==> src/rtl/regfile_pkg.sv <==
// regfile_pkg: shared constants and dump sequencer state for the register file read path
package regfile_pkg;
    localparam int ADDR_W   = 5;
    localparam int NUM_REGS = 32;
    typedef enum logic [1:0] {IDLE, RUN, DONE} dump_state_t;
endpackage

==> src/rtl/reg_pair_buffer.sv <==
// reg_pair_buffer: two-entry even/odd pair buffer draining one register beat per handshake
module reg_pair_buffer #(
    parameter int N      = 32,
    parameter int ADDR_W = regfile_pkg::ADDR_W
) (
    input  logic              clk,
    input  logic              rst,
    input  logic              load,
    input  logic [ADDR_W-2:0] ld_pair,
    input  logic [N-1:0]      ld_data0,
    input  logic [N-1:0]      ld_data1,
    input  logic              out_ready,
    output logic              out_valid,
    output logic [ADDR_W-1:0] out_addr,
    output logic [N-1:0]      out_data,
    output logic              need,
    output logic              last_xfer
);
    logic [1:0]        count;
    logic [ADDR_W-2:0] pair;
    logic [N-1:0]      d0, d1;
    logic              xfer;

    // count==2 means the even entry is at the head, count==1 the odd entry
    always_comb begin
        out_valid = count != 2'd0;
        xfer      = out_valid && out_ready;
        out_addr  = out_valid ? {pair, count == 2'd1} : '0;
        out_data  = !out_valid ? '0 : (count == 2'd1 ? d1 : d0);
        need      = count == 2'd0 || (count == 2'd1 && xfer);
        last_xfer = count == 2'd1 && xfer;
    end

    always_ff @(posedge clk) begin
        if (!rst) begin
            count <= 2'd0;
            pair  <= '0;
            d0    <= '0;
            d1    <= '0;
        end else if (load) begin
            count <= 2'd2;
            pair  <= ld_pair;
            d0    <= ld_data0;
            d1    <= ld_data1;
        end else if (xfer) begin
            count <= count - 2'd1;
        end
    end
endmodule

==> src/rtl/regfile_dump_ctrl.sv <==
// regfile_dump_ctrl: sweeps the register file two registers per fetch and streams (addr, data) beats
module regfile_dump_ctrl #(
    parameter int N        = 32,
    parameter int NUM_REGS = regfile_pkg::NUM_REGS,
    parameter int ADDR_W   = regfile_pkg::ADDR_W
) (
    input  logic              clk,
    input  logic              rst,
    input  logic              start,
    output logic              busy,
    output logic              done,
    output logic [ADDR_W-1:0] rd_addr0,
    output logic [ADDR_W-1:0] rd_addr1,
    input  logic [N-1:0]      rd_data0,
    input  logic [N-1:0]      rd_data1,
    output logic              out_valid,
    input  logic              out_ready,
    output logic [ADDR_W-1:0] out_addr,
    output logic [N-1:0]      out_data
);
    import regfile_pkg::*;

    localparam int PW = ADDR_W - 1;
    localparam logic [PW-1:0] LAST = PW'(NUM_REGS / 2 - 1);

    dump_state_t   state, state_nx;
    logic [PW-1:0] ptr, ptr_nx;
    logic          fetched_all, fa_nx;
    logic          load, need, last_xfer;

    assign rd_addr0 = {ptr, 1'b0};
    assign rd_addr1 = {ptr, 1'b1};

    reg_pair_buffer #(.N(N), .ADDR_W(ADDR_W)) u_buf (
        .clk       (clk),
        .rst       (rst),
        .load      (load),
        .ld_pair   (ptr),
        .ld_data0  (rd_data0),
        .ld_data1  (rd_data1),
        .out_ready (out_ready),
        .out_valid (out_valid),
        .out_addr  (out_addr),
        .out_data  (out_data),
        .need      (need),
        .last_xfer (last_xfer)
    );

    // ptr parks on the last pair instead of wrapping; fetched_all blocks further loads
    always_comb begin
        state_nx = state;
        ptr_nx   = ptr;
        fa_nx    = fetched_all;
        busy     = state == RUN;
        done     = state == DONE;
        load     = state == RUN && !fetched_all && need;
        if (state == IDLE && start) begin
            state_nx = RUN;
            ptr_nx   = '0;
            fa_nx    = 1'b0;
        end
        if (load) begin
            fa_nx  = ptr == LAST;
            ptr_nx = ptr == LAST ? ptr : ptr + 1'b1;
        end
        if (state == RUN && fetched_all && last_xfer) state_nx = DONE;
        if (state == DONE) state_nx = IDLE;
    end

    always_ff @(posedge clk) begin
        if (!rst) begin
            state       <= IDLE;
            ptr         <= '0;
            fetched_all <= 1'b0;
        end else begin
            state       <= state_nx;
            ptr         <= ptr_nx;
            fetched_all <= fa_nx;
        end
    end
endmodule

==> config.mk <==
export PLATFORM = sky130hd
export DESIGN_NAME = regfile_dump_ctrl
export DESIGN_NICKNAME = d
export VERILOG_FILES = /design/src/rtl/regfile_pkg.sv /design/src/rtl/reg_pair_buffer.sv /design/src/rtl/regfile_dump_ctrl.sv
export SDC_FILE = /design/constraint.sdc
export NUM_CORES = 1
export LEC_CHECK = 0
export CAP_MARGIN = 30
export CORE_ASPECT_RATIO = 1.25
export CORE_MARGIN = 8
export CORE_UTILIZATION = 47
export DETAILED_ROUTE_END_ITERATION = 10
export PLACE_DENSITY = 0.9
export SYNTH_ARGS = -nofsm -noshare
export SYNTH_HDL_FRONTEND = slang
export SYNTH_SLANG_ARGS = --single-unit
==> constraint.sdc <==
create_clock -name clk -period 2.1 [get_ports clk]
set_input_delay 0.63 -clock clk [delete_from_list [all_inputs] [get_ports clk]]
set_output_delay 0.63 -clock clk [all_outputs]
set_load 0.01 [all_outputs]
### Word-level counts from Yosys, hierarchy flattened

Cells that the tools add are included.

| operators by class | value |
|---|---|
| divide/modulo/power cells | 0 |
| multiplexer cells | 12 |
| reduce and logical (&&, ||, !) cells | 19 |
| bitwise operators | 1 |
| equal/unequal tests | 5 |
| order comparisons | 0 |
| add/subtract/negate cells | 2 |
| shifts and indexed selects | 0 |
| multiply operators | 0 |

Operators with widths:

| operator | number |
|---|---|
| 32-bit 2-to-1 mux | 2 |
| 4-bit 2-to-1 mux | 3 |
| 2-bit 2-to-1 mux | 4 |
| 2-bit nonzero test | 4 |
| 1-bit logical AND | 7 |
| 5-bit 2-to-1 mux | 1 |
| 4-bit by 1-bit adder with 4-bit output (second input constant) | 1 |
| 2-bit by 1-bit == test with 1-bit output (second input constant) | 2 |
| 4-bit == test (second input constant) | 1 |
| 2-bit logical NOT | 2 |
| 2-bit OR reduction | 2 |
| 3-bit OR reduction | 1 |
| 2-bit == test (second input constant) | 1 |
| 1-bit 2-to-1 mux | 2 |
| 2-bit inequality test (second input constant) | 1 |
| 2-bit AND reduction | 1 |
| 2-bit by 1-bit subtractor with 2-bit output (second input constant) | 1 |
| 1-bit logical NOT | 1 |
| 1-bit logical OR | 1 |
| 1-bit inverter | 1 |

| word-level totals | value |
|---|---|
| output and inout bits | 50 |
| logic and storage cells | 48 |
| memories kept | 0 |
| bits in writable memories | 0 |
| latch bits | 0 |
| flip-flop bits (word level) | 77 |
| bits of input ports | 68 |
| ROM bits | 0 |

### Longest topological paths before layout

| logic depth | value |
|---|---|
| depth in word-level cells | 7 |
| mapped depth | 8 |
| depth with buffers taken out | 5 |

### Hierarchy

From an unflattened synthesis, not the netlist that was laid out.

| unflattened totals | value |
|---|---|
| cell total of the unflattened synthesis | 357 |
| area total of the unflattened synthesis | 3,677.3 um^2 |

By module, submodules not included:

| module | instances | seq. area each (um^2) | area an instance (um^2) | cells each |
|---|---|---|---|---|
| reg_pair_buffer | 1 | 1,401.3 | 3,278.1 | 311 |
| regfile_dump_ctrl | 1 | 140.1 | 399.1 | 46 |

### Worst setup path before layout

Ideal clock, no wire load.

| timing path | value |
|---|---|
| path kind | reg2out |
| start point | register u_buf.count[0] |
| end point | output out_data[10] |
| arrival | 1.299 ns |
| stages on the path, launching flop included | 6 |
| setup slack | 0.171 ns |
| path buffers | 2 |
| data required time | 1.470 ns |
| cell sequence | dfxtp_1 inv_1 ha_1 clkbuf_1 buf_1 nor2_1 |

| between the ends | value |
|---|---|
| longest elaborated chain between the ends | 3 |
| elaborated cells between the ends (all ways) | 4 |
| classes of those cells | eq/ne (1); mux (2); reduce/logical (1) |

RTL lines:

| element | line | text |
|---|---|---|
| start: declaration | reg_pair_buffer.sv:19 | `logic [1:0] count;` |
| start signal: assignment | reg_pair_buffer.sv:46 | `count <= count - 2'd1;` |
| 2-bit by 1-bit == test with 1-bit output | reg_pair_buffer.sv:29 | `out_data = !out_valid ? '0 : (count == 2'd1 ? d1 : d0);` |
| 32-bit 2-to-1 mux | reg_pair_buffer.sv:29 |  |
| 32-bit 2-to-1 mux (*) | reg_pair_buffer.sv:29 |  |
| end: declaration | regfile_dump_ctrl.sv:19 | `output logic [N-1:0] out_data` |

Every way passes the cells marked *; elsewhere a longest branch is shown, timed or not.

### Final worst setup path

| timing path | value |
|---|---|
| start point | register u_buf.count[1] |
| end point | output out_data[28] |

Same word-level chain as after synthesis.

==> run metrics <==
Clk Latency, worst-skew pair=350 ps; Post-synth EDFFs=0; status=finished with violations; post-synth top area share=40.6%; Crit path arrival time=1670 ps; overall power=4.10 mW; Worst EP required=1470 ps; Placed Area=5060 um2; die area=11200 um2; Synth Area in Compound Gates=25.2%; hold path start=u_buf.d0[8]; CP Launch Type=flip-flop; max-slew violation count=0; most frequent cell on the critical path=buf_12; DRT iter0 DRCs=395; Period minus WS final=2300 ps; CP max FO=8; RSZ-0062 raised after global routing=true; syn avg cell area=8.40 um2; Die Wd=96.4 um; Post-Syn Instances=452; core box area=7840 um2; TritonCTS clock tree=yes; CP cell instances=inv_4 -> ha_4 -> buf_12 -> buf_12 -> buf_6 -> mux2i_1 -> nor2_1 -> buf_2; biggest area consumer among synthesized cells=dfxtp_1; largest net degree at the start of global routing=49; Initial Util=48.5%; Hold WC Path Type=flip-flop to flip-flop; worst path bufs/invs=5; count leader, synth=dfxtp_1; post-synthesis net count=524; slowest CP cell=dfxtp_2; main combinational cell family by area after synthesis=compound AO/OA/AOI/OAI gates; non-filler cells, final=671; Peak VDD IR=0.446 mV; drc violations=0; gr usage total=20.4%; Die Height=117 um; final setup fails=33; ranking of synthesized cells by area=dfxtp_1, o21ai_0, nand3_1; register area share after synthesis=40.6%; simple-gate area share of the yosys netlist=16.2%; Critical path origin=u_buf.count[1]; xor/xnor share of the synthesized area=0.231%; Port Buffer Count=115; vias in the first global route=3786; CP delay by family, top=buffers and inverters; Ys Warns=0; total I/O pin count=118; Post-Synth Adder-Cell Area=1.32%; H-tree level count=3; placed cell count=632; Lkg Pwr=2.00 nW; CP max stage delay=350 ps; drt pass-1 iters=5; violated checks=negative setup slack; initial antenna violation count=1; Synth-to-Final Area Change=43.1%; Post-synth top cells=dfxtp_1, o21ai_0, nand3_1, a21boi_0; FF+latch count, synth=77; GRT overflow=0; global-route wire length before repair=18100 um; top_reg_cell synth=dfxtp_1; # clock sinks=77; Distinct cells, synth=35; Routed Antenna Nets=0; cell row count=36; total CTS buffers=9; Worst-path clk slew=80 ps; fraction of layout cells with a size suffix above 1=21.7%; placer's final routability congestion estimate=0.778; Clock Tree Root=clkbuf_8; vias per cell=5.83; final worst setup slack=-200 ps; Crit. End Element=output port; proportion of synthesized area in mux cells=8.99%; DR WL/cell=18.6 um; Reg-to-Reg Start=u_buf.count[1]; clk buf depth=2; Final Cell Area=5440 um2; Max Clock Skew=7.52 ps; Final Hold Fails=0; FMAX=435 MHz; post-layout util=69.4%; post-synthesis cell area=3800 um2; Fin Hold WS=478 ps; Max-Cap Viols=0; critical path type=flip-flop to output port; period utilisation layout=110%; DPL Wire Length=7900 um; Cell Pwr Density=754 nW/um2; Synth async-reset ratio=0%; Detailed Route WL=12500 um; Layout Nets=642; routed vias=3910
[registers in the layout (all words and copies together), names as in the netlist]
signal / count
ptr: 4
state: 2
u_buf.d0: 32
u_buf.count: 2
u_buf.pair: 4
fetched_all: 1
u_buf.d1: 32
[power breakdown]
part	total [mW]	switching, mW	internal [mW]
sequential	1.65	0.0734	1.58
clock	0.988	0.564	0.424
combinational	1.46	0.759	0.702
total	4.10	1.40	2.70
[worst reg2reg max path, delay by kind of cell (launching register included)]
| kind | cells | cell delay, ps |
|---|---|---|
| fa+ha+maj | 1 | 160 |
| flops | 1 | 350 |
| compound gates | 3 | 640 |
| buf+inv | 6 | 780 |
[per-layer routing]
layer | up-vias | wire [um] | global-route usage [%]
li1 | 1819 | - | -
met1 | 1891 | 4770 | 23.7
met2 | 167 | 6580 | 35.1
met3 | 33 | 641 | 2.57
met4 | 0 | 460 | 11.5
met5 | - | 0 | 0
[placed cells by master, fill, tap and decap left out, types with 3 or more instances in the layout]
| master | n |
|---|---|
| a21boi_0 | 37 |
| a21boi_1 | 33 |
| buf_12 | 6 |
| buf_2 | 34 |
| buf_4 | 23 |
| buf_6 | 11 |
| clkbuf_2 | 4 |
| clkbuf_8 | 9 |
| clkdlybuf4s50_1 | 74 |
| clkinvlp_4 | 4 |
| dfxtp_1 | 70 |
| dfxtp_2 | 6 |
| inv_1 | 4 |
| mux2i_1 | 30 |
| mux2i_4 | 3 |
| nand2_1 | 6 |
| nand3_1 | 69 |
| nor2_1 | 29 |
| nor2_4 | 3 |
| nor2b_1 | 7 |
| o21ai_0 | 70 |
[worst paths after layout]
path	end	slack [ps]	cells past startpoint
worst max-delay path	out_data[28]	-200	8
worst min-delay path	u_buf.d0[8]	480	2
worst max register to register	u_buf.d1[5]	70	10
worst min register to register	u_buf.d0[8]	480	2
[area by class of cell]
type	instances	area [um2]
Fill cell	605	2400
Multi-Input combinational cell	316	2080
Sequential cell	77	1550
Timing Repair Buffer	160	1490
Clock buffer	10	128
Tap cell	95	119
Clock inverter	6	40.0
Inverter	6	25.0
Antenna cell	1	2.50
[cell families (layout without fill, tap and decap cells)]
family	after synthesis	count (layout)
adder cells (fa/ha/maj)	4	4
multiplexers	34	34
AND/OR/NAND/NOR	125	125
XOR/XNOR	1	1
AO/OA/AOI/OAI	150	150
buffers and inverters	59	182
other	2	3
flip-flops	77	77
[timing repair]
item | CTS | global route
cloned | 2 | 2
pin swaps | 2 | 7
gates resized for setup | 154 | 38
setup endpoints to repair | 40 | 67
hold buffers | 0 | 0
buffers inserted | 12 | 7
[per-stage QoR]
stage / setup TNS [ps] / worst slack [ps]
4_1_cts: -2900 / -200
2_1_floorplan: 0 / 171
5_1_grt: -5340 / -260
3_3_place_gp: -1680 / -77.1
6_report: -3160 / -200
3_5_place_dp: -2650 / -117
Note: power is estimated with default switching activity, not from simulation.
